$ cat src/rtl/parity_err_counter.sv
// Saturating counter of frames that failed the parity check.
// Ports: clk, rst_n (sync, active-low), inc, clr (wins over inc), count.
module parity_err_counter #(
  parameter int CNT_W = 8
) (
  input  logic             clk,
  input  logic             rst_n,
  input  logic             inc,
  input  logic             clr,
  output logic [CNT_W-1:0] count
);

  always_ff @(posedge clk) begin
    if (!rst_n) begin
      count <= '0;
    end else if (clr) begin
      count <= '0;
    end else if (inc && (count != '1)) begin
      count <= count + 1'b1;
    end
  end

endmodule

$ cat config.mk
export PLATFORM = sky130hd
export DESIGN_NAME = parity_err_counter
export DESIGN_NICKNAME = d
export VERILOG_FILES = /design/src/rtl/parity_err_counter.sv
export SDC_FILE = /design/constraint.sdc
export NUM_CORES = 1
export LEC_CHECK = 0
export BUFFER_PORTS_ARGS = -buffer_cell sky130_fd_sc_hd__buf_2
export CAP_MARGIN = 20
export CELL_PAD_IN_SITES_DETAIL_PLACEMENT = 2
export CELL_PAD_IN_SITES_GLOBAL_PLACEMENT = 2
export CORE_MARGIN = 10
export CORE_UTILIZATION = 24
export CTS_CLUSTER_DIAMETER = 150
export CTS_CLUSTER_SIZE = 12
export DETAILED_ROUTE_END_ITERATION = 8
export PLACE_DENSITY = 0.69
export SLEW_MARGIN = 20
export SYNTH_ARGS = -nofsm -noshare
export SYNTH_HDL_FRONTEND = slang
export SYNTH_SLANG_ARGS = --single-unit
$ cat constraint.sdc
create_clock -name clk -period 1.3 [get_ports clk]
set_input_delay 0.26 -clock clk [delete_from_list [all_inputs] [get_ports clk]]
set_output_delay 0.26 -clock clk [all_outputs]
set_load 0.02 [all_outputs]
==> out/summary.txt, run 1 <==
Remaining routing DRC violations = 0
Peak supply drop = 0.3987 mV
Largest regs = count: 8 flops
Average vias per placed instance = 5.438
Post-CTS Setup Inserts = 0
Post-detailed-route count of antenna-violating nets = 0
Clock period minus final worst setup slack = 1.261 ns
Peak fanout along the critical path = 6
Placed Instances = 77
TritonCTS Sinks = 8
WP data arrival = 1.43 ns
Finished Layout Cells = 80
Flip-flop count of the largest register, all copies and words added = 8
Routability cong. = 0.7264
Total number of nets in the final design = 70
Worst endpoint required time = 1.47 ns
Total via count in the routed design = 435
Measured slew at the worst slew-check pin = 0.2802 ns
Part of the power in combinational logic = 0.066
Floorplan die height = 61.92 um
Clock skew after layout = 0.003472 ns
Top cell type's share of synthesized area = 0.3798
Max-cap check violation count = 0
Final period utilization = 0.9697
Detailed placer's ending HPWL = 958.1 um
Top-count cell post-synth = sky130_fd_sc_hd__dfxtp_1
Number of CTS-inserted buffers = 3
Multi-input combinational cell area = 271.5 sq um
Achievable Freq = 0.7933 GHz
Tightest Hold Check Type = in -> reg
FF/Latch Area = 163.9 sq um
Max H-tree Level = 1
Net switching power of the design = 0.1159 mW
Fraction of layout cells with a size suffix above 1 = 0.3968
R2R Path Start = count[0]
Count of final hold-check violations = 0
Placement-stage cell area = 525.5 sq um
Routed wire length = 1.262 mm
First DRT Iteration DRCs = 3
Number of cells on the worst reg-to-reg path = 4
Post-synthesis cell count = 46
Clock power frac = 0.417
Tot GR Track Use = 0.07641
Number of enable flip-flop cells after synthesis = 0
FF+latch count, synth = 8
Longest individual stage delay on the worst path = 0.37 ns
Final total negative setup slack = 0 ns
Commonest cells in the synthesized netlist = sky130_fd_sc_hd__dfxtp_1 (8), sky130_fd_sc_hd__a21oi_1 (5), sky130_fd_sc_hd__nand2_1 (5)
Top cells by area in the synthesized netlist = sky130_fd_sc_hd__dfxtp_1 (38%), sky130_fd_sc_hd__and4_1 (8.3%), sky130_fd_sc_hd__mux2i_1 (7.1%), sky130_fd_sc_hd__a21oi_1 (5.9%), sky130_fd_sc_hd__nand2_1 (4.5%)
Post-detailed-route wirelength per cell = 15.78 um
Warnings, synthesis = 0
Mean instance size in the synthesized netlist = 9.166 sq um
Fillers = 202
Library cell with the largest summed area after synthesis = sky130_fd_sc_hd__dfxtp_1
Net Sw Frac = 0.2387
Overflow after GRT = 0
Kind of start point of the critical path = flop
Number of antenna violations at the first check in global routing = 0
Die area = 0.003833 sq mm
Cell family with most CP delay = flip-flops
Internal cell power = 0.3695 mW
Synth unique cells = 19
Effective utilization at floorplan = 0.2496
Startpoint of the worst hold path = rst_n
Fin area = 556.8 sq um
Combined buffer and inverter count along the critical path = 0
Number of buffers added on ports = 11
Via count of the first global-routing pass = 446
Chip width = 61.92 um
Result of the run = completed
Sequential share of power = 0.517
Bufs on Longest Clock Path = 2
Num rows = 15
Final-report max-slew violation count = 0
Root Buffer Master = sky130_fd_sc_hd__clkbuf_4
Worst hold path stage count = 3
1st-pass router iterations = 2
Kind of critical path = reg -> reg
Crit path capture type = flop
Number of placed I/O pins = 12
Ordered cell list for the critical path = ha_2 -> and4_4 -> nor2b_2 -> a311oi_1
Global-route wire length before repair = 2.070 mm
Clock Pin Slew Worst Setup and Hold Paths = 0.06 ns
Max_slew headroom = 0.8132
Predominant post-synthesis flop cell = sky130_fd_sc_hd__dfxtp_1
Proportion of synthesized chip area in sequential cells = 0.3798
Area growth from synthesis to layout = 32.05%
Syn Std Cell Area = 421.7 sq um
Number of nets produced by synthesis = 51
Clock tree from TritonCTS = done
Unrepaired setup endpoints after global routing = no
Reg-to-reg slack, setup = 0.04 ns
Total Power Consumption = 0.4853 mW
Clock latency on the worst-skew pair = 0.26 ns
Setup-violating endpoint count in the final report = 0
Post-synth ARST share = 0
Static leakage = 0.2433 nW
Areal power density over the cells = 871.7 mW/mm^2
Pin count of the biggest net entering global routing = 9
Most flop-heavy register = count
Worst reg2reg path endpoint = count[7]
Antenna cell count = 0
Area of the core = 0.001689 sq mm
Hold Path Sink = count[7]
Critical path's slowest cell = sky130_fd_sc_hd__dfxtp_2
-- worst max-delay path by stage --
stage / start / endpoint / cells after the start
final: count[0] / count[7] / 4
after global routing: count[0] / count[7] / 4
after CTS: count[0] / count[5] / 4
after detailed placement: count[0] / count[5] / 4
after global placement: count[0] / count[5] / 4
after floorplan: count[0] / count[5] / 4
-- placed cells by master, fill, tap and decap left out --
master,synthesis,layout
sky130_fd_sc_hd__a211oi_2,1,1
sky130_fd_sc_hd__a21boi_4,0,1
sky130_fd_sc_hd__a21oi_1,5,5
sky130_fd_sc_hd__a311oi_1,1,1
sky130_fd_sc_hd__a31oi_1,2,2
sky130_fd_sc_hd__and3_1,1,1
sky130_fd_sc_hd__and4_1,4,4
sky130_fd_sc_hd__and4_4,1,1
sky130_fd_sc_hd__buf_2,0,11
sky130_fd_sc_hd__buf_4,0,3
sky130_fd_sc_hd__clkbuf_4,0,3
sky130_fd_sc_hd__dfxtp_1,8,5
sky130_fd_sc_hd__dfxtp_2,0,3
sky130_fd_sc_hd__ha_2,0,1
sky130_fd_sc_hd__mux2i_1,3,3
sky130_fd_sc_hd__nand2_1,5,5
sky130_fd_sc_hd__nand2b_1,3,3
sky130_fd_sc_hd__nand3_1,1,1
sky130_fd_sc_hd__nand4_1,1,1
sky130_fd_sc_hd__nor2b_1,3,3
sky130_fd_sc_hd__nor2b_2,1,1
sky130_fd_sc_hd__nor3_1,2,2
sky130_fd_sc_hd__o21ai_0,2,2
-- power by group through the flow --
stage | logic [mW] | registers [mW] | clock network (mW)
detailed placement | 0.0312 | 0.256 | 0
global route | 0.0358 | 0.251 | 0.231
CTS | 0.0313 | 0.251 | 0.212
finish | 0.0321 | 0.251 | 0.203
global placement | 0.0308 | 0.256 | 0
floorplan | 0.0133 | 0.258 | 0
-- cell families (layout without fill, tap and decap cells) --
| logic type | after synthesis | in the layout | share of synthesized area |
|---|---|---|---|
| compound gates | 12 | 12 | 0.1899 |
| fa+ha+maj | 1 | 1 | 0.02967 |
| buf+inv | 0 | 17 | 0 |
| flops | 8 | 8 | 0.3798 |
| mux | 3 | 3 | 0.07122 |
| simple gates | 22 | 22 | 0.3294 |
-- area by class of cell --
| type | instances | area share |
|---|---|---|
| timing repair buffer | 14 | 0.1393 |
| multi-input combinational | 38 | 0.4876 |
| clock buffer | 3 | 0.04045 |
| tap | 17 | 0.03820 |
| sequential | 8 | 0.2944 |
-- stage by stage --
stage	setup slack, ns	util	hold WS (ns)
3_3_place_gp	0.06695	0.3111	0.4732
3_5_place_dp	0.04410	0.3111	0.4859
6_report	0.03942	0.3296	0.3361
2_1_floorplan	0.06067	-	0.4429
5_1_grt	0.003313	0.3296	0.3416
4_1_cts	0.02526	0.3244	0.3368
-- worst reg2reg max path, delay by kind of cell, from the launching register on --
kind | cells | cell delay, ns
adder cells (fa/ha/maj) | 1 | 0.21
AND/OR/NAND/NOR | 2 | 0.33
AO/OA/AOI/OAI | 1 | 0.25
flip-flops | 1 | 0.37
-- per-layer routing --
layer	global-route usage	routed length [um]
met5	0	0
met1	0.08295	560
met4	0.04777	29
met2	0.1142	585
met3	0.04065	87
-- timing repair --
item | CTS | global route
resized for setup | 0 | 2
setup endpoints to repair | 0 | 4
hold buffers | 0 | 0
Note: power is estimated with default switching activity, not from simulation.
==> run 2: changes to the inputs <==
- CORE_UTILIZATION: 24 -> 27
- CTS_CLUSTER_DIAMETER: 150 -> 30
- PLACE_DENSITY: 0.69 -> 0.73
- clock period: 1.3 -> 1.2 ns (I/O delays scaled with it)
==> run 2 against run 1 <==
The run now ends with negative setup slack left. Clock skew grew 0.013 ns. Global-route usage grew 1.3 points. Die area shrank 7.6%. Critical endpoint is now count[5]. Largest cell class unchanged. Largest power group unchanged. Highest routed layer unchanged.
==> out/summary.txt, run 2 (synthesis gave the netlist of run 1 again) <==
Result of the run = finished, violations left (was completed)
Failing checks = negative setup slack
Most common cell after layout, fill and taps aside = sky130_fd_sc_hd__buf_2 (unchanged)
Total Power Consumption = 0.5550 mW (was 0.4853 mW)
Most flop-heavy register = count (unchanged)
First DRT Iteration DRCs = 4 (was 3)
Peak fanout along the critical path = 4 (was 6)
# hold bufs at CTS = 0 (unchanged)
Max H-tree Level = 1 (unchanged)
Final-report max-slew violation count = 0 (unchanged)
Critical path's slowest cell = sky130_fd_sc_hd__dfxtp_4 (was sky130_fd_sc_hd__dfxtp_2)
Achievable Freq = 0.8040 GHz (was 0.7933 GHz)
Areal power density over the cells = 901.5 mW/mm^2 (was 871.7 mW/mm^2)
Overflow after GRT = 0 (unchanged)
Bufs on Longest Clock Path = 2 (unchanged)
Final total negative setup slack = -0.06358 ns (was 0 ns)
Number of buffers added on ports = 11 (unchanged)
Number of cells on the worst reg-to-reg path = 4 (unchanged)
Post-CTS Setup Inserts = 0 (unchanged)
Root Buffer Master = sky130_fd_sc_hd__clkbuf_4 (unchanged)
Total number of nets in the final design = 73 (was 70)
Number of placed I/O pins = 12 (unchanged)
Average vias per placed instance = 5.446 (was 5.438)
Max_slew headroom = 0.8510 (was 0.8132)
Met3 Use GR = 0.03433 (was 0.04065)
Highest-count cells in the layout ignoring fill and taps = sky130_fd_sc_hd__buf_2 (10), sky130_fd_sc_hd__buf_4 (7), sky130_fd_sc_hd__a21oi_1 (5), sky130_fd_sc_hd__nand2_1 (5), sky130_fd_sc_hd__dfxtp_1 (4) (was sky130_fd_sc_hd__buf_2 (11), sky130_fd_sc_hd__a21oi_1 (5), sky130_fd_sc_hd__nand2_1 (5), sky130_fd_sc_hd__dfxtp_1 (5), sky130_fd_sc_hd__and4_1 (4))
Fin area = 615.6 sq um (was 556.8 sq um)
Fraction of layout cells with a size suffix above 1 = 0.4925 (was 0.3968)
Area of the core = 0.001489 sq mm (was 0.001689 sq mm)
Count of final hold-check violations = 0 (unchanged)
Combined buffer and inverter count along the critical path = 0 (unchanged)
Placed Instances = 79 (was 77)
Tot GR Track Use = 0.08967 (was 0.07641)
Area growth from synthesis to layout = 45.99% (was 32.05%)
Static leakage = 0.2574 nW (was 0.2433 nW)
TritonCTS Sinks = 8 (unchanged)
Post-detailed-route wirelength per cell = 17.70 um (was 15.78 um)
Die area = 0.003543 sq mm (was 0.003833 sq mm)
Chip width = 59.52 um (was 61.92 um)
Pin count of the biggest net entering global routing = 9 (unchanged)
Kind of start point of the critical path = flop (unchanged)
Largest regs = count: 8 flops (unchanged)
Longest individual stage delay on the worst path = 0.36 ns (was 0.37 ns)
WP data arrival = 1.43 ns (about the same)
Routability cong. = 0.7214 (was 0.7264)
Post-detailed-route count of antenna-violating nets = 0 (unchanged)
Routed wire length = 1.469 mm (was 1.262 mm)
Worst hold path stage count = 3 (unchanged)
Global-route wire length before repair = 2.401 mm (was 2.070 mm)
Clock tree from TritonCTS = done (unchanged)
Global-route layer with the greatest usage = met2 (unchanged)
Path length in cells of the critical path = 4 (unchanged)
Clock skew after layout = 0.01651 ns (was 0.003472 ns)
Kind of critical path = reg -> reg (unchanged)
1st-pass router iterations = 4 (was 2)
Floorplan die height = 59.52 um (was 61.92 um)
Antenna cell count = 0 (unchanged)
Post-place setup slack = -0.04964 ns (was 0.04410 ns)
Total via count in the routed design = 452 (was 435)
Num rows = 14 (was 15)
Worst endpoint required time = 1.39 ns (was 1.47 ns)
Detailed placer's ending HPWL = 1.118 mm (was 958.1 um)
Final period utilization = 1.036 (was 0.9697)
Placement-stage cell area = 551.8 sq um (was 525.5 sq um)
Number of CTS-inserted buffers = 3 (unchanged)
Unrepaired setup endpoints after global routing = yes (was no)
Post-layout util = 0.4134 (was 0.3296)
Peak supply drop = 0.4136 mV (was 0.3987 mV)
Measured slew at the worst slew-check pin = 0.2231 ns (was 0.2802 ns)
Tightest Hold Check Type = in -> reg (unchanged)
Setup-violating endpoint count in the final report = 2 (was 0)
Crit path capture type = flop (unchanged)
Finished Layout Cells = 83 (was 80)
Effective utilization at floorplan = 0.2832 (was 0.2496)
Ordered cell list for the critical path = ha_4 -> and4_4 -> a211oi_4 -> mux2i_1 (was ha_2 -> and4_4 -> nor2b_2 -> a311oi_1)
Clock Pin Slew Worst Setup and Hold Paths = 0.07 ns (was 0.06 ns)
GRT met1 Usage = 0.09058 (was 0.08295)
Clock latency on the worst-skew pair = 0.27 ns (was 0.26 ns)
Flip-flop count of the largest register, all copies and words added = 8 (unchanged)
Met2 track demand over resource = 0.1501 (was 0.1142)
Remaining routing DRC violations = 0 (unchanged)
Clock period minus final worst setup slack = 1.244 ns (was 1.261 ns)
Cell family with most CP delay = flip-flops (unchanged)
Via count of the first global-routing pass = 500 (was 446)
Final Worst Setup Slack = -0.04379 ns (was 0.03942 ns)
Hold Worst Slack = 0.3243 ns (was 0.3361 ns)
Max-cap check violation count = 0 (unchanged)
Number of antenna violations at the first check in global routing = 0 (unchanged)
run 2: cell type report:
cell class / instances / area (sq um)
Sequential cell: 8 / 170.2
Timing Repair Buffer: 17 / 102.6
Fill cell: 171 / 873.3
Clock buffer: 4 / 26.28
Tap cell: 16 / 20.02
Multi-Input combinational cell: 38 / 296.5
run 2: what timing repair did:
action,CTS,global route
pin swaps,1,2
gates cloned,0,0
endpoints found under the hold margin,0,0
resized for setup,2,8
endpoints found under the setup margin,5,11
run 2: final timing paths:
path | startpoint | endpoint | slack, ns
hold reg to reg | count[3] | count[3] | 0.50
hold / removal | rst_n | count[7] | 0.32
setup / recovery | count[0] | count[5] | -0.04
setup reg to reg | count[0] | count[5] | -0.04
run 2: worst register-to-register path: cells and delay by family, from the launching register on:
kind / cells / cell delay, ns
fa+ha+maj: 1 / 0.16
mux: 1 / 0.21
simple gates: 1 / 0.22
compound gates: 1 / 0.21
flops: 1 / 0.36
run 2: layer usage:
metal	vias to the layer above	share of wire
met5	-	0
met4	0	0.018
met2	9	0.52
met3	4	0.048
li1	221	-
met1	218	0.41
run 2: where the power goes:
part / switching, mW / internal, mW / total (mW)
logic: 0.0221 / 0.0196 / 0.0417
registers: 0.00259 / 0.265 / 0.267
clock network: 0.118 / 0.128 / 0.246
